## config.mk

```make
export PLATFORM = sky130hd
export DESIGN_NAME = wb_arbiter
export DESIGN_NICKNAME = d
export VERILOG_FILES = /design/src/rtl/wb_arbiter.sv
export SDC_FILE = /design/constraint.sdc
export NUM_CORES = 1
export LEC_CHECK = 0
export BUFFER_PORTS_ARGS = -buffer_cell sky130_fd_sc_hd__buf_4
export CAP_MARGIN = 20
export CORE_MARGIN = 3
export CORE_UTILIZATION = 33
export DETAILED_ROUTE_END_ITERATION = 10
export PLACE_DENSITY = 0.56
export RECOVER_POWER = 25
export REMOVE_ABC_BUFFERS = 1
export SLEW_MARGIN = 20
export SYNTH_ARGS = -nofsm -noshare
export SYNTH_HDL_FRONTEND = slang
export SYNTH_SLANG_ARGS = --single-unit
```

## constraint.sdc

```tcl
create_clock -name clk -period 11.7 [get_ports clk]
set_input_delay 1.755 -clock clk [delete_from_list [all_inputs] [get_ports clk]]
set_output_delay 1.755 -clock clk [all_outputs]
set_load 0.05 [all_outputs]
```

## src/rtl/wb_arbiter.sv

```systemverilog
// Completion arbiter: buffers ALU and LSU completions in small FIFOs and
// retires one per cycle through a registered output, LSU-first with ALU starvation relief.
package wb_arbiter_pkg;
    typedef struct packed {
        logic [4:0] rd;
        logic [7:0] tag;
    } uop_t;
endpackage

module wb_arbiter
    import wb_arbiter_pkg::*;
#(
    parameter int DEPTH        = 2,
    parameter int STARVE_LIMIT = 4
) (
    input  logic        clk,
    input  logic        rst_n,
    input  logic        i_alu_valid,
    input  uop_t        i_alu_uop,
    input  logic [31:0] i_alu_result,
    output logic        o_alu_ready,
    input  logic        i_lsu_valid,
    input  uop_t        i_lsu_uop,
    input  logic [31:0] i_lsu_load_data,
    output logic        o_lsu_ready,
    input  logic        i_flush,
    input  logic        i_stall,
    output logic        o_ret_valid,
    output uop_t        o_ret_uop,
    output logic [31:0] o_ret_data,
    output logic        o_busy,
    output logic [15:0] o_conflict_cnt
);
    localparam int PW = (DEPTH > 1) ? $clog2(DEPTH) : 1;
    localparam int CW = $clog2(DEPTH + 1);
    localparam int EW = $bits(uop_t) + 32;

    // Source index 0 is the ALU, 1 is the LSU.
    logic [1:0]         in_valid;
    logic [1:0]         in_ready;
    logic [1:0]         head_valid;
    logic [1:0]         grant;
    logic [1:0][EW-1:0] in_entry;
    logic [1:0][EW-1:0] head_entry;
    logic [1:0][CW-1:0] count;

    assign in_valid    = {i_lsu_valid, i_alu_valid};
    assign in_entry[0] = {i_alu_uop, i_alu_result};
    assign in_entry[1] = {i_lsu_uop, i_lsu_load_data};

    generate
        for (genvar gi = 0; gi < 2; gi++) begin : g_fifo
            logic [EW-1:0] mem [DEPTH];
            logic [PW-1:0] wr_ptr_q, wr_ptr_d;
            logic [PW-1:0] rd_ptr_q, rd_ptr_d;
            logic [CW-1:0] count_q, count_d;
            logic          push;
            logic          pop;

            // Ready looks only at the registered count, so a full FIFO refuses
            // a push even in a cycle where it is also being popped.
            assign in_ready[gi] = (count_q < CW'(DEPTH));
            assign push         = in_valid[gi] && in_ready[gi] && !i_flush;
            assign pop          = grant[gi];

            always_comb begin
                wr_ptr_d = wr_ptr_q;
                rd_ptr_d = rd_ptr_q;
                count_d  = count_q;
                if (i_flush) begin
                    wr_ptr_d = '0;
                    rd_ptr_d = '0;
                    count_d  = '0;
                end else begin
                    if (push) begin
                        wr_ptr_d = (wr_ptr_q == PW'(DEPTH - 1)) ? '0 : wr_ptr_q + 1'b1;
                    end
                    if (pop) begin
                        rd_ptr_d = (rd_ptr_q == PW'(DEPTH - 1)) ? '0 : rd_ptr_q + 1'b1;
                    end
                    case ({push, pop})
                        2'b10:   count_d = count_q + 1'b1;
                        2'b01:   count_d = count_q - 1'b1;
                        default: count_d = count_q;
                    endcase
                end
            end

            always_ff @(posedge clk or negedge rst_n) begin
                if (!rst_n) begin
                    wr_ptr_q <= '0;
                    rd_ptr_q <= '0;
                    count_q  <= '0;
                end else begin
                    wr_ptr_q <= wr_ptr_d;
                    rd_ptr_q <= rd_ptr_d;
                    count_q  <= count_d;
                end
            end

            // Storage carries no reset; validity is tracked by count_q alone.
            always_ff @(posedge clk) begin
                if (push) begin
                    mem[wr_ptr_q] <= in_entry[gi];
                end
            end

            assign head_valid[gi] = (count_q != '0);
            assign head_entry[gi] = mem[rd_ptr_q];
            assign count[gi]      = count_q;
        end
    endgenerate

    logic        arb;
    logic        both;
    logic [3:0]  alu_wait_q, alu_wait_d;
    logic        ret_valid_q, ret_valid_d;
    uop_t        ret_uop_q, ret_uop_d;
    logic [31:0] ret_data_q, ret_data_d;
    logic [15:0] conflict_q, conflict_d;

    assign arb  = !i_stall && !i_flush;
    assign both = &head_valid;

    always_comb begin
        grant = '0;
        if (arb) begin
            if (head_valid[0] && (!head_valid[1] || alu_wait_q >= 4'(STARVE_LIMIT))) begin
                grant[0] = 1'b1;
            end else if (head_valid[1]) begin
                grant[1] = 1'b1;
            end
        end
    end

    always_comb begin
        ret_valid_d = ret_valid_q;
        ret_uop_d   = ret_uop_q;
        ret_data_d  = ret_data_q;
        alu_wait_d  = alu_wait_q;
        conflict_d  = conflict_q;
        if (i_flush) begin
            ret_valid_d = 1'b0;
            ret_uop_d   = '0;
            ret_data_d  = '0;
            alu_wait_d  = '0;
        end else if (arb) begin
            if (grant[0]) begin
                ret_valid_d             = 1'b1;
                {ret_uop_d, ret_data_d} = head_entry[0];
            end else if (grant[1]) begin
                ret_valid_d             = 1'b1;
                {ret_uop_d, ret_data_d} = head_entry[1];
            end else begin
                ret_valid_d = 1'b0;
                ret_uop_d   = '0;
                ret_data_d  = '0;
            end
            if (grant[0] || !head_valid[0]) begin
                alu_wait_d = '0;
            end else if (grant[1] && alu_wait_q < 4'(STARVE_LIMIT)) begin
                alu_wait_d = alu_wait_q + 1'b1;
            end
            if (both && conflict_q != 16'hFFFF) begin
                conflict_d = conflict_q + 1'b1;
            end
        end
    end

    always_ff @(posedge clk or negedge rst_n) begin
        if (!rst_n) begin
            ret_valid_q <= 1'b0;
            ret_uop_q   <= '0;
            ret_data_q  <= '0;
            alu_wait_q  <= '0;
            conflict_q  <= '0;
        end else begin
            ret_valid_q <= ret_valid_d;
            ret_uop_q   <= ret_uop_d;
            ret_data_q  <= ret_data_d;
            alu_wait_q  <= alu_wait_d;
            conflict_q  <= conflict_d;
        end
    end

    assign o_alu_ready    = in_ready[0];
    assign o_lsu_ready    = in_ready[1];
    assign o_ret_valid    = ret_valid_q;
    assign o_ret_uop      = ret_uop_q;
    assign o_ret_data     = ret_data_q;
    assign o_conflict_cnt = conflict_q;
    assign o_busy         = ret_valid_q || (count[0] != '0) || (count[1] != '0);

endmodule

```

Word-level counts from Yosys, hierarchy flattened
Memories as Yosys holds them, arrays and structs flattened.
Index checks and enable logic that the tools add are counted.
- add/subtract/negate cells: 10
- reduce and logical (&&, ||, !) cells: 29
- muxes and demuxes: 40
- bitwise gates (word level): 1
- $lt $le $gt $ge: 4
- equal/unequal tests: 5
- operators with widths (operator ; count):
    32-bit two-way mux ; 4
    13-bit two-way mux ; 4
    1-bit two-way mux ; 23
    16-bit by 1-bit adder with 16-bit output, second input constant ; 1
    4-bit two-way mux ; 4
    16-bit != test, second input constant ; 1
    2-bit nonzero test ; 7
    3-bit nonzero test ; 3
    1-bit logical AND ; 8
    2-bit one-hot mux with 2 select lines ; 2
    2-bit two-way mux ; 3
    1-bit adder, second input constant ; 4
    2-bit by 1-bit adder with 2-bit output, second input constant ; 2
    4-bit by 1-bit adder with 4-bit output, second input constant ; 1
    2-bit by 1-bit == test with 1-bit output, second input constant ; 2
    2-bit == test, second input constant ; 2
    4-bit by 3-bit >= comparator with 1-bit output, second input constant ; 1
    1-bit logical NOT ; 4
    1-bit logical OR ; 4
    2-bit < comparator, second input constant ; 2
    4-bit by 3-bit < comparator with 1-bit output, second input constant ; 1
    2-bit AND reduction ; 2
    2-bit by 1-bit subtractor with 2-bit output, second input constant ; 2
    3-bit AND reduction ; 1
    1-bit NOT ; 1
- memories kept: 2
- memory bits (writable): 180
- logic and storage cells: 103
- output and inout bits: 65
- input port bits: 96
- bits in registers: 74
- memory list (memory ; depth ; bits a word ; read ports ; clocked after memory_dff ; wr ports ; RTL line ; text):
    g_fifo[0].mem ; 2 ; 45 ; 1 ; 0 ; 1 ; 53 ; logic [EW-1:0] mem [DEPTH];
    g_fifo[1].mem ; 2 ; 45 ; 1 ; 0 ; 1 ; 53 ;

Longest topological paths before layout
Gate-level depths: netlist (run 1).
- depth after elaboration: 11
- mapped depth: 6
- mapped depth without buffers: 5

Worst setup path before layout (run 1)
Ideal clock, no wire load.
- path type: input-to-reg
- start point: input i_alu_valid
- end point: memory g_fifo[0].mem[0][0] (netlist bit), enable pin
- buffers on the path: 0
- data arrival time: 5.368 ns
- path slack: 5.820 ns
- data required time: 11.188 ns
- library setup time: 0.512 ns
- cell stages on the path: 2
- cells stage by stage: nor2b_1 nor3b_1
- cells in the longest elaborated chain, start to end: 4
- RTL lines (item ; RTL line ; text):
    start: declaration ; 18 ; input logic i_alu_valid,
    1-bit logical AND (2 in a row) ; 63 ; assign push = in_valid[gi] && in_ready[gi] && !i_flush;
    1-bit two-way mux ; 103 ; if (push) begin
    1-bit two-way mux (not written as such) ; 104 ; mem[wr_ptr_q] <= in_entry[gi];
    end: declaration ; 53 ;
No other way between the ends.

Worst setup path after layout (run 1)
- start point: register g_fifo[1].count_q[0]
- end point: output o_busy
- cells in the longest elaborated chain, start to end: 2
- RTL lines (item ; RTL line ; text):
    start: declaration ; 56 ; logic [CW-1:0] count_q, count_d;
    start signal: assignment ; 97 ; count_q <= count_d;
    2-bit nonzero test ; 192 ; assign o_busy = ret_valid_q || (count[0] != '0) || (count[1] != '0);
    1-bit logical OR ; 192 ;
    end: declaration ; 31 ; output logic o_busy,
No other way between the ends.

==> results of run 1 <==
==> power breakdown <==
| part | internal (uW) | leakage (uW) | switching [uW] |
|---|---|---|---|
| Sequential | 1060 | 0.00264 | 84.6 |
| Combinational | 152 | 0.00135 | 268 |
| Clock | 463 | 0.000397 | 318 |
==> sequential cells by signal (all words and copies together), names as in the netlist <==
name and cells:
g_fifo.count_q 4, g_fifo.wr_ptr_q 2, o_ret_data 32, g_fifo.mem 180, o_ret_valid 1, o_ret_uop 13
o_conflict_cnt 16, alu_wait_q 4, g_fifo.rd_ptr_q 2
==> critical path, delay by kind of cell, from the launching register on <==
kind / cells / cell delay (ns)
buffers and inverters: 1 / 0.20
DFF: 1 / 0.42
and+or+nand+nor: 2 / 0.68
==> path summary, 6_finish.rpt <==
| path | from | depth (start not counted) | to | slack, ns |
|---|---|---|---|---|
| setup / recovery | g_fifo[1].count_q[0] | 3 | o_busy | 8.13 |
| min in group asynchronous | rst_n | 1 | o_ret_valid | 1.29 |
| max in group asynchronous | rst_n | 1 | g_fifo[1].rd_ptr_q | 9.84 |
| hold reg to reg | o_ret_data[9] | 2 | o_ret_data[9] | 0.49 |
| hold / removal | o_ret_data[9] | 2 | o_ret_data[9] | 0.49 |
| setup reg to reg | g_fifo[0].count_q[0] | 4 | g_fifo[0].count_q[1] | 9.53 |
==> area by class of cell <==
class	instances	share of cell area (%)
multi-input combinational	291	18.7
clock buffer	40	6.33
timing repair buffer	167	9.48
clock inverter	7	0.472
tap	378	3.97
sequential	254	60.9
inverter	3	0.0945
==> through the flow <==
step           area [um^2]  utilization, %  hold WS, ns  worst slack [ns]
3_3_place_gp         11200            39.8        0.473              8.24
6_report             11900            42.2        0.486              8.13
4_1_cts              12000            42.6        0.496              8.10
5_1_grt              11900            42.2        0.506              8.05
3_5_place_dp         11200            39.8        0.478              8.22
2_1_floorplan         9480               -        0.455              5.82
==> kinds of logic (layout without fill, tap and decap cells) <==
family | after synthesis | after routing | share of synthesized area [%]
AOI/OAI and AO/OA | 58 | 58 | 4.88
and+or+nand+nor | 119 | 119 | 6.41
buffers and inverters | 34 | 217 | 1.60
adders and majority gates | 2 | 2 | 0.260
xor gates and xnor gates | 20 | 20 | 1.82
muxes | 92 | 92 | 9.60
DFF | 254 | 254 | 75.4
==> layer usage <==
| metal | part of all wire (%) | routed length, um | vias to the layer above | GRT usage [%] |
|---|---|---|---|---|
| met1 | 43 | 9310 | 2776 | 17.9 |
| li1 | - | - | 2546 | - |
| met2 | 49 | 10700 | 154 | 23.6 |
| met4 | 1.7 | 369 | 2 | 3.01 |
| met5 | 0.060 | 13 | - | 0 |
| met3 | 6.2 | 1340 | 29 | 2.96 |
==> cells in the mapped netlist, drive strengths merged (4+ instances only) <==
library cell  count  area, um^2
buf              13        75.1
nor2b             4        25.0
nor4              5        50.1
xnor2             8        70.1
o221ai           45         394
edfxtp          180        5410
clkbuf           18        67.6
xor2             12         105
nand3             4        20.0
nor3              6        30.0
dfrtp            74        1850
or2               4        27.5
nor2             14        52.6
nor3b             4        35.0
mux2i            90         901
nand4             4        25.0
a21oi             7        35.0
nand2            60         225
==> results.py, run 1 <==
metrics = {
    "run_status": {
        "status": "completed",
    },
    "clock_network": {
        "cts_sinks": 254,
        "cts.path.max_buffers": 3,
        "h-tree-depth": 1,
        "cts_buffers": 26,
        "cts_resized": 0,
        "hold_buffers": 0,
        "cts_root_buf": "clkbuf_16",
        "clk_latency_ns": 0.52,
        "cts_tree": "done",
        "path_clk_slew_ns": 0.06,
        "cts_setup_buffers": 0,
    },
    "timing": {
        "skew_ns": 0.0131,
        "tns_ns": 0,
        "worst_slew_margin_rel_pct": 29.1,
        "drv_slew": 0,
        "rsz0062_at_grt": "false",
        "fmax_ghz": 0.280,
        "setup_viol": 0,
        "hold_viol_final": 0,
        "worstMarginPinSlew_ns": 1.06,
        "min_period_ns": 3.57,
        "finalCritPeriodShare_pct": 30.5,
    },
    "critical_path": {
        "max_stage_delay_ns": 0.42,
        "start_kind": "flip-flop",
        "crit_slowest_cell": "dfrtp_1",
        "cp.required_ns": 9.95,
        "end_kind": "output port",
        "critical_path_class": "flip-flop to output port",
        "crit_fanout": 5,
        "crit_chain": "or2_2 > or3_1 > buf_4",
        "arrival_ns": 1.81,
    },
    "die": {
        "fp-row-count": 61,
        "start_util_pct": 34.1,
        "ios": 161,
        "die-width_um": 177,
        "core_area_um2": 28200,
        "dieHeight_um": 177,
        "die_area_um2": 31200,
    },
    "pwr": {
        "power.density_nw_per_um2": 196,
        "leakage_uw": 0.00439,
        "p_total_uw": 2340,
        "ir_drop_uv": 89.8,
    },
    "job": {
        "max_cap_viol_count": 0,
    },
    "layout": {
        "synthToLayoutAreaGrowth_pct": 23.9,
        "multi_input_area_um2": 2230,
        "mostFrequentLayoutCells": "edfxtp_1 (180), buf_4 (93), mux2i_1 (90)",
        "final_common_cell": "edfxtp_1",
        "regArea_um2": 7260,
        "layout.cells.non_filler": 1140,
        "n_antenna_cell": 0,
        "fillers": 2598,
        "drive_gt1_share_pct": 24.5,
        "nNetsFinal": 841,
    },
    "place": {
        "routabilityCongestion": 0.833,
        "place_hpwl_um": 13400,
        "placedCellCount": 1093,
        "portBuffers": 160,
    },
    "synth": {
        "yosys_warnings": 0,
        "async_reset_ff_share_pct": 29.1,
        "syn_area_um2": 9620,
        "syn_avg_cell_area_um2": 16.6,
        "ys_types": 39,
        "netlist_instances": 579,
        "ys_ff_latch": 254,
        "synth_edf_count": 180,
        "ys.flop_type": "edfxtp_1",
        "ys_seq_area_share_pct": 75.4,
    },
    "route": {
        "antenna_left": 0,
        "routed_wl_um": 21700,
        "viasPerCell": 4.83,
        "drt_pass1_iterations": 5,
        "wl_per_cell_um": 19.0,
        "via_count": 5507,
        "drc": 0,
        "drt_iter0_drc": 353,
    },
    "grt": {
        "grt_pass1_vias": 5892,
        "grt_max_degree": 75,
        "antenna_found_initial": 1,
        "grt_pass1_wl_um": 33100,
        "grtUsageTotal_pct": 13.7,
        "grt_overflow": 0,
    },
    "worst_hold_path": {
        "min_path_type": "flip-flop to flip-flop",
    },
}
No activity file was read; power rests on OpenSTA's default activity.
==> run 2: changes to the inputs <==
--- a/config.mk
+++ b/config.mk
@@ -10,7 +10,7 @@
 export CORE_MARGIN = 3
 export CORE_UTILIZATION = 33
 export DETAILED_ROUTE_END_ITERATION = 10
-export PLACE_DENSITY = 0.56
+export PLACE_DENSITY = 0.57
 export RECOVER_POWER = 25
 export REMOVE_ABC_BUFFERS = 1
 export SLEW_MARGIN = 20
==> constraint.sdc (replaced) <==
create_clock -name clk -period 3.07 [get_ports clk]
set_input_delay 0.4605 -clock clk [delete_from_list [all_inputs] [get_ports clk]]
set_output_delay 0.4605 -clock clk [all_outputs]
set_load 0.05 [all_outputs]
==> run 2 against run 1 <==
Via count decreased by 1.9%. Worst hold slack got worse by 0.44 ns. Sequential power increased to 3.8 times the previous value. Flip-flop and latch count unchanged. Combinational power increased to 3.9 times the previous value. Wire length decreased by 2.3%. Clock power increased to 4.2 times the previous value. Setup slack got worse by 7.4 ns. Cell area increased by 1.8%. Critical path type unchanged. Critical endpoint unchanged.
==> results.py, run 2 (synthesized netlist as in run 1, its figures left out) <==
metrics = {
    "layout": {
        "largest_register_ffs": 180,
        "final_area_um2": 12100,
        "drive_gt1_share_pct": 27.4,
        "regMostFlops": "g_fifo.mem",
        "mostFrequentLayoutCells": "edfxtp_1 (180), buf_4 (94), mux2i_1 (90)",
        "final_common_cell": "edfxtp_1",
        "synthToLayoutAreaGrowth_pct": 26.2,
        "nNetsFinal": 846,
    },
    "clock_network": {
        "cts_resized": 0,
        "path_clk_slew_ns": 0.06,
        "cts_root_buf": "clkbuf_16",
        "cts_sinks": 254,
        "hold_buffers": 0,
        "cts_setup_buffers": 0,
        "cts.path.max_buffers": 3,
        "cts_buffers": 28,
        "clk_latency_ns": 0.52,
        "h-tree-depth": 1,
        "cts_tree": "done",
    },
    "die": {
        "fp-row-count": 61,
        "start_util_pct": 34.1,
        "dieHeight_um": 177,
        "ios": 161,
        "die_area_um2": 31200,
        "core_area_um2": 28200,
        "die-width_um": 177,
    },
    "timing": {
        "finalCritPeriodShare_pct": 74.7,
        "drv_slew": 0,
        "hold_viol_final": 0,
        "worst_slew_margin_rel_pct": 29.7,
        "tns_ns": 0,
        "worstMarginPinSlew_ns": 1.05,
        "min_period_ns": 2.29,
        "fmax_ghz": 0.436,
        "skew_ns": 0.00923,
        "rsz0062_at_grt": "false",
        "setup_viol": 0,
    },
    "critical_path": {
        "r2r-start": "g_fifo[0].count_q[0]",
        "crit_buf_inv": 1,
        "critical_path_class": "flip-flop to output port",
        "cpLargestDelayFamily": "simple AND/OR/NAND/NOR gates",
        "crit_fanout": 6,
        "start_kind": "flip-flop",
        "cp.required_ns": 2.61,
        "arrival_ns": 1.83,
        "max_stage_delay_ns": 0.43,
        "crit_chain": "or2_2 > or3_1 > buf_4",
        "startpoint": "g_fifo[1].count_q[1]",
        "end_kind": "output port",
        "crit_slowest_cell": "dfrtp_1",
    },
    "pwr": {
        "leakage_uw": 0.00452,
        "power.density_nw_per_um2": 764,
        "ir_drop_uv": 417,
    },
    "route": {
        "wl_per_cell_um": 18.5,
        "routed_wl_um": 21200,
        "drt_pass1_iterations": 4,
        "viasPerCell": 4.70,
        "drc": 0,
        "via_count": 5405,
        "antenna_left": 0,
        "drt_iter0_drc": 268,
    },
    "place": {
        "routabilityCongestion": 0.748,
        "dpl-instance-area_um2": 11300,
        "place_hpwl_um": 13200,
        "portBuffers": 160,
    },
    "grt": {
        "antenna_found_initial": 0,
        "grt_pass1_wl_um": 32400,
        "grt_overflow": 0,
        "grt_pass1_vias": 5636,
        "grtUsageTotal_pct": 13.4,
        "grt_max_degree": 61,
    },
    "job": {
        "max_cap_viol_count": 0,
    },
    "run_status": {
        "status": "completed",
    },
    "worst_hold_path": {
        "min_path_type": "input pin to asynchronous set/reset pin",
    },
}
-- run 2: area by class of cell --
type                    instances  area, um^2
diodes                          1        2.50
clock buffers                  40         817
clock inverters                12         115
fillers                      2578       16100
inverters                       3        11.3
multi-input cells             291        2230
flip-flops and latches        254        7260
well taps                     378         473
repair buffers                170        1220
-- run 2: final timing paths --
| check | end | slack (ns) | cells after the start |
|---|---|---|---|
| worst max-delay path | o_busy | 0.78 | 3 |
| worst min-delay path | alu_wait_q[0] | 0.05 | 1 |
| worst max register to register | o_ret_data[20] | 0.92 | 3 |
| worst min register to register | alu_wait_q[3] | 0.49 | 1 |
| max in group asynchronous | o_ret_uop[1] | 2.35 | 2 |
| min in group clk | g_fifo[1].mem[1][3] | 0.13 | 1 |
-- run 2: power by group --
part	switching, uW	leakage (uW)	internal, uW	total, uW
clock network	1300	0.000462	2010	3310
registers	321	0.00264	4020	4340
logic	1020	0.00141	597	1620
total	2640	0.00452	6630	9270
-- run 2: metrics by stage --
step	cells	total power [uW]	hold slack (ns)	worst slack, ns	util [%]
after floorplan	548	5430	0.165	-1.52	-
after global placement	1096	6060	0.472	0.953	40.0
after detailed placement	1096	6080	0.475	0.885	40.0
after CTS	1148	9420	0.0628	0.735	43.3
after global routing	1148	9670	0.0987	0.698	43.0
final	1149	9270	0.0481	0.775	43.0
-- run 2: metal layers --
layer  track usage (%)  routed length (um)  up-vias
li1                  -                   -     2559
met3              2.87                1170       28
met1              17.5                9240     2669
met4              2.78                 363        0
met2              23.1               10400      149
met5                 0                   0        -
-- run 2: worst reg2reg max path, cell delays in order, from the launching register on --
cell,delay [ns]
dfrtp_1,0.42
nor2_1,0.38
a211o_2,0.85
o221ai_1,0.33
